## config.mk

```make
export PLATFORM = sky130hd
export DESIGN_NAME = fwd_pipe_slice
export DESIGN_NICKNAME = d
export VERILOG_FILES = /design/src/rtl/fwd_pipe_slice_pkg.sv /design/src/rtl/fwd_pipe_stage.sv /design/src/rtl/fwd_pipe_slice.sv
export SDC_FILE = /design/constraint.sdc
export NUM_CORES = 1
export LEC_CHECK = 0
export ABC_CLOCK_PERIOD_IN_PS = 3100
export CORE_UTILIZATION = 28
export CTS_CLUSTER_SIZE = 8
export DETAILED_ROUTE_END_ITERATION = 7
export PLACE_DENSITY = 0.49
export SETUP_SLACK_MARGIN = 0.4
export SLEW_MARGIN = 30
export SYNTH_ARGS = -nofsm -noshare
export SYNTH_HDL_FRONTEND = slang
export SYNTH_SLANG_ARGS = --single-unit
```

## constraint.sdc

```tcl
create_clock -name clk -period 3.1 [get_ports clk]
set_input_delay 0.465 -clock clk [delete_from_list [all_inputs] [get_ports clk]]
set_output_delay 0.465 -clock clk [all_outputs]
set_load 0.005 [all_outputs]
```

## src/rtl/fwd_pipe_slice_pkg.sv

```systemverilog
// fwd_pipe_slice_pkg
//   Shared stream helpers for the forward pipeline slice.
//   clog2_min1(n): ceil(log2(n)) with a floor of 1, so a counter that must
//   represent values 0..n-1 always gets a legal, non-zero width.
package fwd_pipe_slice_pkg;

    function automatic int clog2_min1(input int n);
        int w;
        w = $clog2(n);
        return (w < 1) ? 1 : w;
    endfunction

endpackage

```

## src/rtl/fwd_pipe_stage.sv

```systemverilog
// fwd_pipe_stage
//   One forward register stage: a valid flag and a data word.
//   Ports:
//     clk, rst_n  clock, synchronous active-low reset (clears vld and dat)
//     flush       synchronous clear of vld (dat is kept)
//     load        stage is ready this cycle and takes whatever its source offers
//     src_vld     valid offered by the previous stage (or the upstream port)
//     src_dat     data offered by the previous stage (or the upstream port)
//     vld, dat    registered contents of this stage
module fwd_pipe_stage #(
    parameter int WIDTH = 8
) (
    input  logic             clk,
    input  logic             rst_n,
    input  logic             flush,
    input  logic             load,
    input  logic             src_vld,
    input  logic [WIDTH-1:0] src_dat,
    output logic             vld,
    output logic [WIDTH-1:0] dat
);

    always_ff @(posedge clk) begin
        if (!rst_n) begin
            vld <= 1'b0;
            dat <= '0;
        end else if (flush) begin
            vld <= 1'b0;
        end else if (load) begin
            vld <= src_vld;
            // Data only moves with a real beat, so a bubble never clobbers
            // the word a stalled stage is still presenting.
            if (src_vld) begin
                dat <= src_dat;
            end
        end
    end

endmodule

```

## src/rtl/fwd_pipe_slice.sv

```systemverilog
// fwd_pipe_slice
//   Forward-registered valid/ready pipeline slice with STAGES register
//   stages, bubble collapsing, flush and an occupancy count. Valid and data
//   are registered; ready is combinational.
//   Ports:
//     clk, rst_n  clock, synchronous active-low reset
//     i_data      upstream data          i_valid  upstream valid
//     o_ready     upstream ready (combinational from i_ready and stage state)
//     o_data      downstream data        o_valid  downstream valid (registered)
//     i_ready     downstream ready
//     i_flush     synchronous discard of every held beat
//     o_count     number of stages holding a valid beat (0..STAGES)
//
//   Handshake: a beat moves across a port only on a clock edge where that
//   port's valid and ready are both 1. Once o_valid is 1, o_valid and o_data
//   hold until i_ready is 1, and o_valid never depends combinationally on
//   i_ready. o_ready may rise in the same cycle as i_ready.
module fwd_pipe_slice
    import fwd_pipe_slice_pkg::*;
#(
    parameter  int WIDTH  = 8,
    parameter  int STAGES = 2,
    localparam int CW     = clog2_min1(STAGES + 1)
) (
    input  logic             clk,
    input  logic             rst_n,
    input  logic [WIDTH-1:0] i_data,
    input  logic             i_valid,
    output logic             o_ready,
    output logic [WIDTH-1:0] o_data,
    output logic             o_valid,
    input  logic             i_ready,
    input  logic             i_flush,
    output logic [CW-1:0]    o_count
);

    logic [STAGES-1:0]            vld;
    logic [STAGES-1:0][WIDTH-1:0] dat;
    logic [STAGES-1:0]            rdy;
    logic                         full_ahead;
    logic                         acc;
    logic                         cons;
    logic [CW-1:0]                count;

    // rdy[k] = !vld[k] || rdy[k+1], with i_ready past the last stage.
    // Unrolled, stage k is ready unless it and every stage after it are
    // full while the downstream stalls; written that way the chain is a
    // single AND sweep with no self-referencing net.
    always_comb begin
        full_ahead = 1'b1;
        rdy        = '0;
        for (int k = STAGES - 1; k >= 0; k--) begin
            full_ahead = full_ahead && vld[k];
            rdy[k]     = !full_ahead || i_ready;
        end
    end

    for (genvar k = 0; k < STAGES; k++) begin : g_stage
        logic             s_vld;
        logic [WIDTH-1:0] s_dat;

        if (k == 0) begin : g_src_in
            assign s_vld = i_valid;
            assign s_dat = i_data;
        end else begin : g_src_prev
            assign s_vld = vld[k-1];
            assign s_dat = dat[k-1];
        end

        fwd_pipe_stage #(
            .WIDTH (WIDTH)
        ) u_stage (
            .clk     (clk),
            .rst_n   (rst_n),
            .flush   (i_flush),
            .load    (rdy[k]),
            .src_vld (s_vld),
            .src_dat (s_dat),
            .vld     (vld[k]),
            .dat     (dat[k])
        );
    end

    // Upstream is held off during flush and reset so nothing is accepted
    // into a pipe that is being cleared on the same edge.
    assign o_ready = rdy[0] && !i_flush && rst_n;
    assign o_valid = vld[STAGES-1];
    assign o_data  = dat[STAGES-1];

    assign acc  = i_valid && o_ready;
    assign cons = o_valid && i_ready;

    // Accept without a free stage only happens alongside a consume, so the
    // count stays within 0..STAGES and never wraps.
    always_ff @(posedge clk) begin
        if (!rst_n) begin
            count <= '0;
        end else if (i_flush) begin
            count <= '0;
        end else begin
            count <= count + CW'(acc) - CW'(cons);
        end
    end

    assign o_count = count;

endmodule

```

* After elaboration in Yosys (flattened, before gate mapping)
Index checks and enable logic that the tools add are counted.
** Operators by class
- $add $sub $neg :: 2
- Bitwise gates (word level) :: 2
- Reduce and logical (&&, ||, !) cells :: 13
** Operators with widths (number)
- AND reduction 3 bit :: 2
- logical AND 1 bit :: 5
- zero test 1 bit :: 3
- adder 2 x 1 -> 2 bit :: 1
- logical OR 1 bit :: 2
- NOT 1 bit :: 2
- OR reduction 2 bit :: 1
- subtractor 2 x 1 -> 2 bit :: 1
** Word-level totals
- Register bits :: 20
- Bits of input ports :: 13
- Output and inout bits :: 12
- Logic and storage cells :: 22

* Logic depth before layout (Yosys ltp)
- Depth in word-level cells :: 8
- Depth in mapped cells :: 10
- Gate-level depth less buffers :: 9

* By module
A second synthesis with hierarchy kept.
** Unflattened totals
- Cell total of the unflattened synthesis :: 91
- Area total of the unflattened synthesis :: 890.9 µm²
** Modules (own cells, without submodules)
- fwd_pipe_stage :: instances 2, cells an instance 39, area an instance 370.4 µm², seq. area each 180.2 µm²
- fwd_pipe_slice :: instances 1, cells an instance 13, area an instance 150.1 µm², seq. area each 40.0 µm²

* Worst setup path before layout
Ideal clock, no wire load.
- Path type :: input -> register
- Start point :: input port i_flush
- End point :: register count[1] (netlist: o_count[1])
- Library setup time :: 0.118 ns
- Data arrival time :: 1.732 ns
- Required time :: 2.982 ns
- Slack :: 1.250 ns
- Stages :: 10
- Path buffers :: 1
- Cell sequence :: nand2b_1 > a21oi_1 > buf_6 > nand2_1 > ha_1 > inv_1 > ha_1 > xor2_1 > xnor2_1 > nor2_1
** Between the ends
- Longest elaborated chain between the ends :: 6
- Elaborated cells on any way between the ends :: 7
- Those cells by class :: add/sub: 2; reduce/logical: 5
** RTL lines
- from (decl) :: line fwd_pipe_slice.sv:33 : input logic i_flush,
- zero test 1 bit :: line fwd_pipe_slice.sv:86 : assign o_ready = rdy[0] && !i_flush && rst_n;
- logical AND 1 bit (2 in a row) :: line fwd_pipe_slice.sv:86
- logical AND 1 bit :: line fwd_pipe_slice.sv:90 : assign acc = i_valid && o_ready;
- adder 2 x 1 -> 2 bit :: line fwd_pipe_slice.sv:101 : count <= count + CW'(acc) - CW'(cons);
- subtractor 2 x 1 -> 2 bit :: line fwd_pipe_slice.sv:101
- to (signal assigned) :: line fwd_pipe_slice.sv:101
- to (decl) :: line fwd_pipe_slice.sv:43 : logic [CW-1:0] count;
Parallel ways exist; a longest one is shown, timed or not.
A chain may end at the register's enable or synchronous reset.

* Final worst setup path
- Start point :: input port i_flush
- End point :: output port o_ready
** Between the ends
- Longest elaborated chain between the ends :: 3
** RTL lines
- zero test 1 bit :: line fwd_pipe_slice.sv:86
- logical AND 1 bit (2 in a row) :: line fwd_pipe_slice.sv:86
- to (decl) :: line fwd_pipe_slice.sv:29 : output logic o_ready,
Every way passes these cells.

==> results_tabular.tex <==
\begin{tabular}{lr}
\hline
Metric & Value \\
\hline
\multicolumn{2}{l}{\textbf{Clock tree}} \\
\quad Max Root-Sink Buffers & 2 \\
\quad H-tree depth reported by CTS & 1 \\
\quad Clock tree sinks & 20 \\
\quad Clock tree from TritonCTS & done \\
\quad Number of hold-repair buffers added at the cts stage & 0 \\
\quad Setup repair bufs after CTS & 0 \\
\quad Worst skew pair latency & 0.29 ns \\
\quad Root buf cell & sky130\_fd\_sc\_hd\_\_clkbuf\_4 \\
\quad Resized Gates After CTS & 0 \\
\quad Clock transition at the register clock pins on the worst setup and hold paths after CTS & 0.11 ns \\
\quad Clock buffers created by TritonCTS & 3 \\
\multicolumn{2}{l}{\textbf{Detailed routing}} \\
\quad Routed length per instance & 11.3 microns \\
\quad Pre-antenna DRT Iters & 6 \\
\quad Iteration-0 DRC Markers & 15 \\
\quad Remaining design rule violation count & 3 \\
\quad Total number of vias & 693 \\
\quad DRT Wirelength & $\sim$1.7 mm \\
\quad Routed Antenna Nets & 0 \\
\quad Vias/cell & between 4 and 5 \\
\multicolumn{2}{l}{\textbf{Final layout}} \\
\quad Most common cell after layout, fill and taps aside & sky130\_fd\_sc\_hd\_\_clkdlybuf4s50\_1 \\
\quad Core Util, Final & 0.406 \\
\quad Design area & 1150 sq um \\
\quad Fraction of final layout cells with drive strength greater than 1 & 0.0583 \\
\quad Post-layout net count & 136 \\
\quad Leading cell types in the layout, fill and taps excluded & sky130\_fd\_sc\_hd\_\_clkdlybuf4s50\_1, sky130\_fd\_sc\_hd\_\_dfxtp\_1, sky130\_fd\_sc\_hd\_\_nand2\_1 \\
\quad Antenna fix cells & 0 \\
\quad Fill cell total of the finished layout & about 300 \\
\quad Area added between synthesis and finish & 33.2\% \\
\multicolumn{2}{l}{\textbf{Timing}} \\
\quad Final hold violations & 0 \\
\quad Final period util & 0.738 \\
\quad Final Critical Period & approximately 2.3 ns \\
\quad Unrepaired setup endpoints after global routing & false \\
\quad Hold Worst Slack & $\sim$0.47 ns \\
\quad Worst max-slew margin expressed relative to the limit & 0.656 \\
\quad Pins over their slew limit & 0 \\
\quad Measured slew at the worst slew-check pin & just over 0.5 ns \\
\quad Total of endpoints with negative setup slack in the final report & 0 \\
\quad Maximum clock frequency & 0.437 GHz \\
\quad Worst clock skew & approximately 0.0023 ns \\
\quad Setup Total Neg Slack & 0 ns \\
\multicolumn{2}{l}{\textbf{Critical path}} \\
\quad Kind of launch point of the worst setup path & primary input \\
\quad Arrival time reported for the critical path endpoint & 1.82 ns \\
\quad Critical Setup Path Class & primary input to primary output \\
\quad Depth of the most critical reg-to-reg path & 9 \\
\quad Highest fanout seen on the critical path & 5 \\
\quad Capturing element type of the critical path & primary output \\
\quad WP data required & 2.63 ns \\
\multicolumn{2}{l}{\textbf{Global route}} \\
\quad Largest net degree at the start of global routing & 26 \\
\quad Grt met3 use & 0.0227 \\
\quad Busiest layer in global routing & met2 \\
\quad Via count of the first global-routing pass & slightly above 600 \\
\quad Global routing met1 resource utilization & 0.146 \\
\quad First-pass GRT wire length & 2.77 mm \\
\quad Met2 layer usage reported by global route & 0.163 \\
\quad Global route overflow & 0 \\
\quad Initial antenna violation count & 0 \\
\quad GRT Resource Usage Total & 0.111 \\
\multicolumn{2}{l}{\textbf{Worst hold path}} \\
\quad Cell count of the worst hold path & 2 \\
\quad Worst min-delay path category & register to register \\
\multicolumn{2}{l}{\textbf{Placed design}} \\
\quad Estimated wirelength of the detail-placed design & 1.26 mm \\
\quad Final RePlAce weighted congestion & 0.752 \\
\quad Placement-stage cell area & 1110 sq um \\
\quad PortBufs & 24 \\
\multicolumn{2}{l}{\textbf{Logic synthesis}} \\
\quad Post-synthesis register bit count & 20 \\
\quad Post-synthesis instance area & around 860 sq um \\
\quad Avg Cell Area, Syn & 8.90 sq um \\
\quad Warnings from Yosys & 0 \\
\quad Number of distinct library cell variants in the gate-level netlist after synthesis & 19 \\
\quad Total nets after synthesis & 112 \\
\quad Sequential share of the synthesized area & 0.464 \\
\quad Number of cells produced by synthesis & between 90 and 100 \\
\multicolumn{2}{l}{\textbf{Pwr}} \\
\quad Max rail drop VDD & 0.187 mV \\
\quad Leakage Power & between 0.4 and 0.5 nW \\
\quad Power per cell area & 406 nW/um\^{}2 \\
\multicolumn{2}{l}{\textbf{Die}} \\
\quad Die Height & 57.5 microns \\
\quad Die Footprint & $\sim$3300 sq um \\
\quad Number of rows created at floorplan & 19 \\
\quad Starting density of the core & 0.305 \\
\quad Number of ports placed on the die boundary & 25 \\
\quad Area of the core region & 2830 sq um \\
\quad Horizontal extent of the die & 57.5 microns \\
\multicolumn{2}{l}{\textbf{Run status}} \\
\quad Violated checks & DRC \\
\quad Outcome & finished with violations \\
\multicolumn{2}{l}{\textbf{Job}} \\
\quad Max\_cap viols & 0 \\
\hline
\end{tabular}
==> sequential cells by signal, indices dropped and copies added, names as in the netlist <==
signal               cells
o_count                  2
g_stage.u_stage.dat     16
g_stage.u_stage.vld      2
==> cells by family (layout without fill, tap and decap cells) <==
family / Yosys count / after routing / synth area share
xor gates and xnor gates: 2 / 2 / 0.0203
adders and majority gates: 2 / 2 / 0.0290
and+or+nand+nor: 37 / 37 / 0.201
buffers and inverters: 9 / 32 / 0.0594
AOI/OAI and AO/OA: 19 / 19 / 0.133
DFF: 20 / 20 / 0.464
muxes: 8 / 8 / 0.0928
==> report_power, final <==
group / internal (W) / switching (W)
clock: 0.0000715 / 0.0000772
combinational: 0.0000290 / 0.0000201
sequential: 0.000264 / 0.00000444
==> cell type report <==
type	instances	area, sq um	area share
clock buffer	4	36.3	0.0316
inverter	2	7.51	0.00653
sequential	20	400	0.348
multi-input combinational	68	412	0.358
tap	31	38.8	0.0337
timing repair buffer	26	255	0.222
==> synthesized netlist by cell type (all sizes together) <==
master  number  area share
buf          7       0.051
nor2b        2       0.023
nand2       17       0.074
o21ai        8       0.046
nand2b       4       0.029
a21boi       8       0.070
mux2i        8       0.093
inv          2      0.0087
nor2         5       0.022
and2         1      0.0073
nand3        8       0.046
xor2         1       0.010
dfxtp       20        0.46
xnor2        1       0.010
ha           2       0.029
a21oi        3       0.017
==> per-layer routing <==
| metal | wire length, microns | part of all wire |
|---|---|---|
| met3 | 66 | 0.039 |
| met1 | 898 | 0.53 |
| met2 | 696 | 0.41 |
| met4 | 38 | 0.022 |
| met5 | 0 | 0 |
==> worst max-delay path, cell delays in order <==
cell	delay (ns)
sky130_fd_sc_hd__clkdlybuf4s50_1	0.46
sky130_fd_sc_hd__nand2b_1	0.24
sky130_fd_sc_hd__a21oi_1	0.14
sky130_fd_sc_hd__clkdlybuf4s50_1	0.52
==> metrics by stage <==
stage          total power [W]  instances  setup slack [ns]
2_1_floorplan         0.000300         97              1.25
3_3_place_gp          0.000324        147             0.756
3_5_place_dp          0.000324        147             0.763
4_1_cts               0.000472        151             0.814
5_1_grt               0.000492        151             0.755
6_report              0.000466        151             0.813
==> worst paths after layout <==
check / start / to / slack, ns
hold / removal: g_stage[0].u_stage.dat[0] / g_stage[0].u_stage.dat[0] / 0.47
setup reg to reg: g_stage[1].u_stage.vld / o_count[1] / 1.32
hold reg to reg: g_stage[0].u_stage.dat[0] / g_stage[0].u_stage.dat[0] / 0.47
setup / recovery: i_flush / o_ready / 0.81
Power figures use the tool's default switching activity.
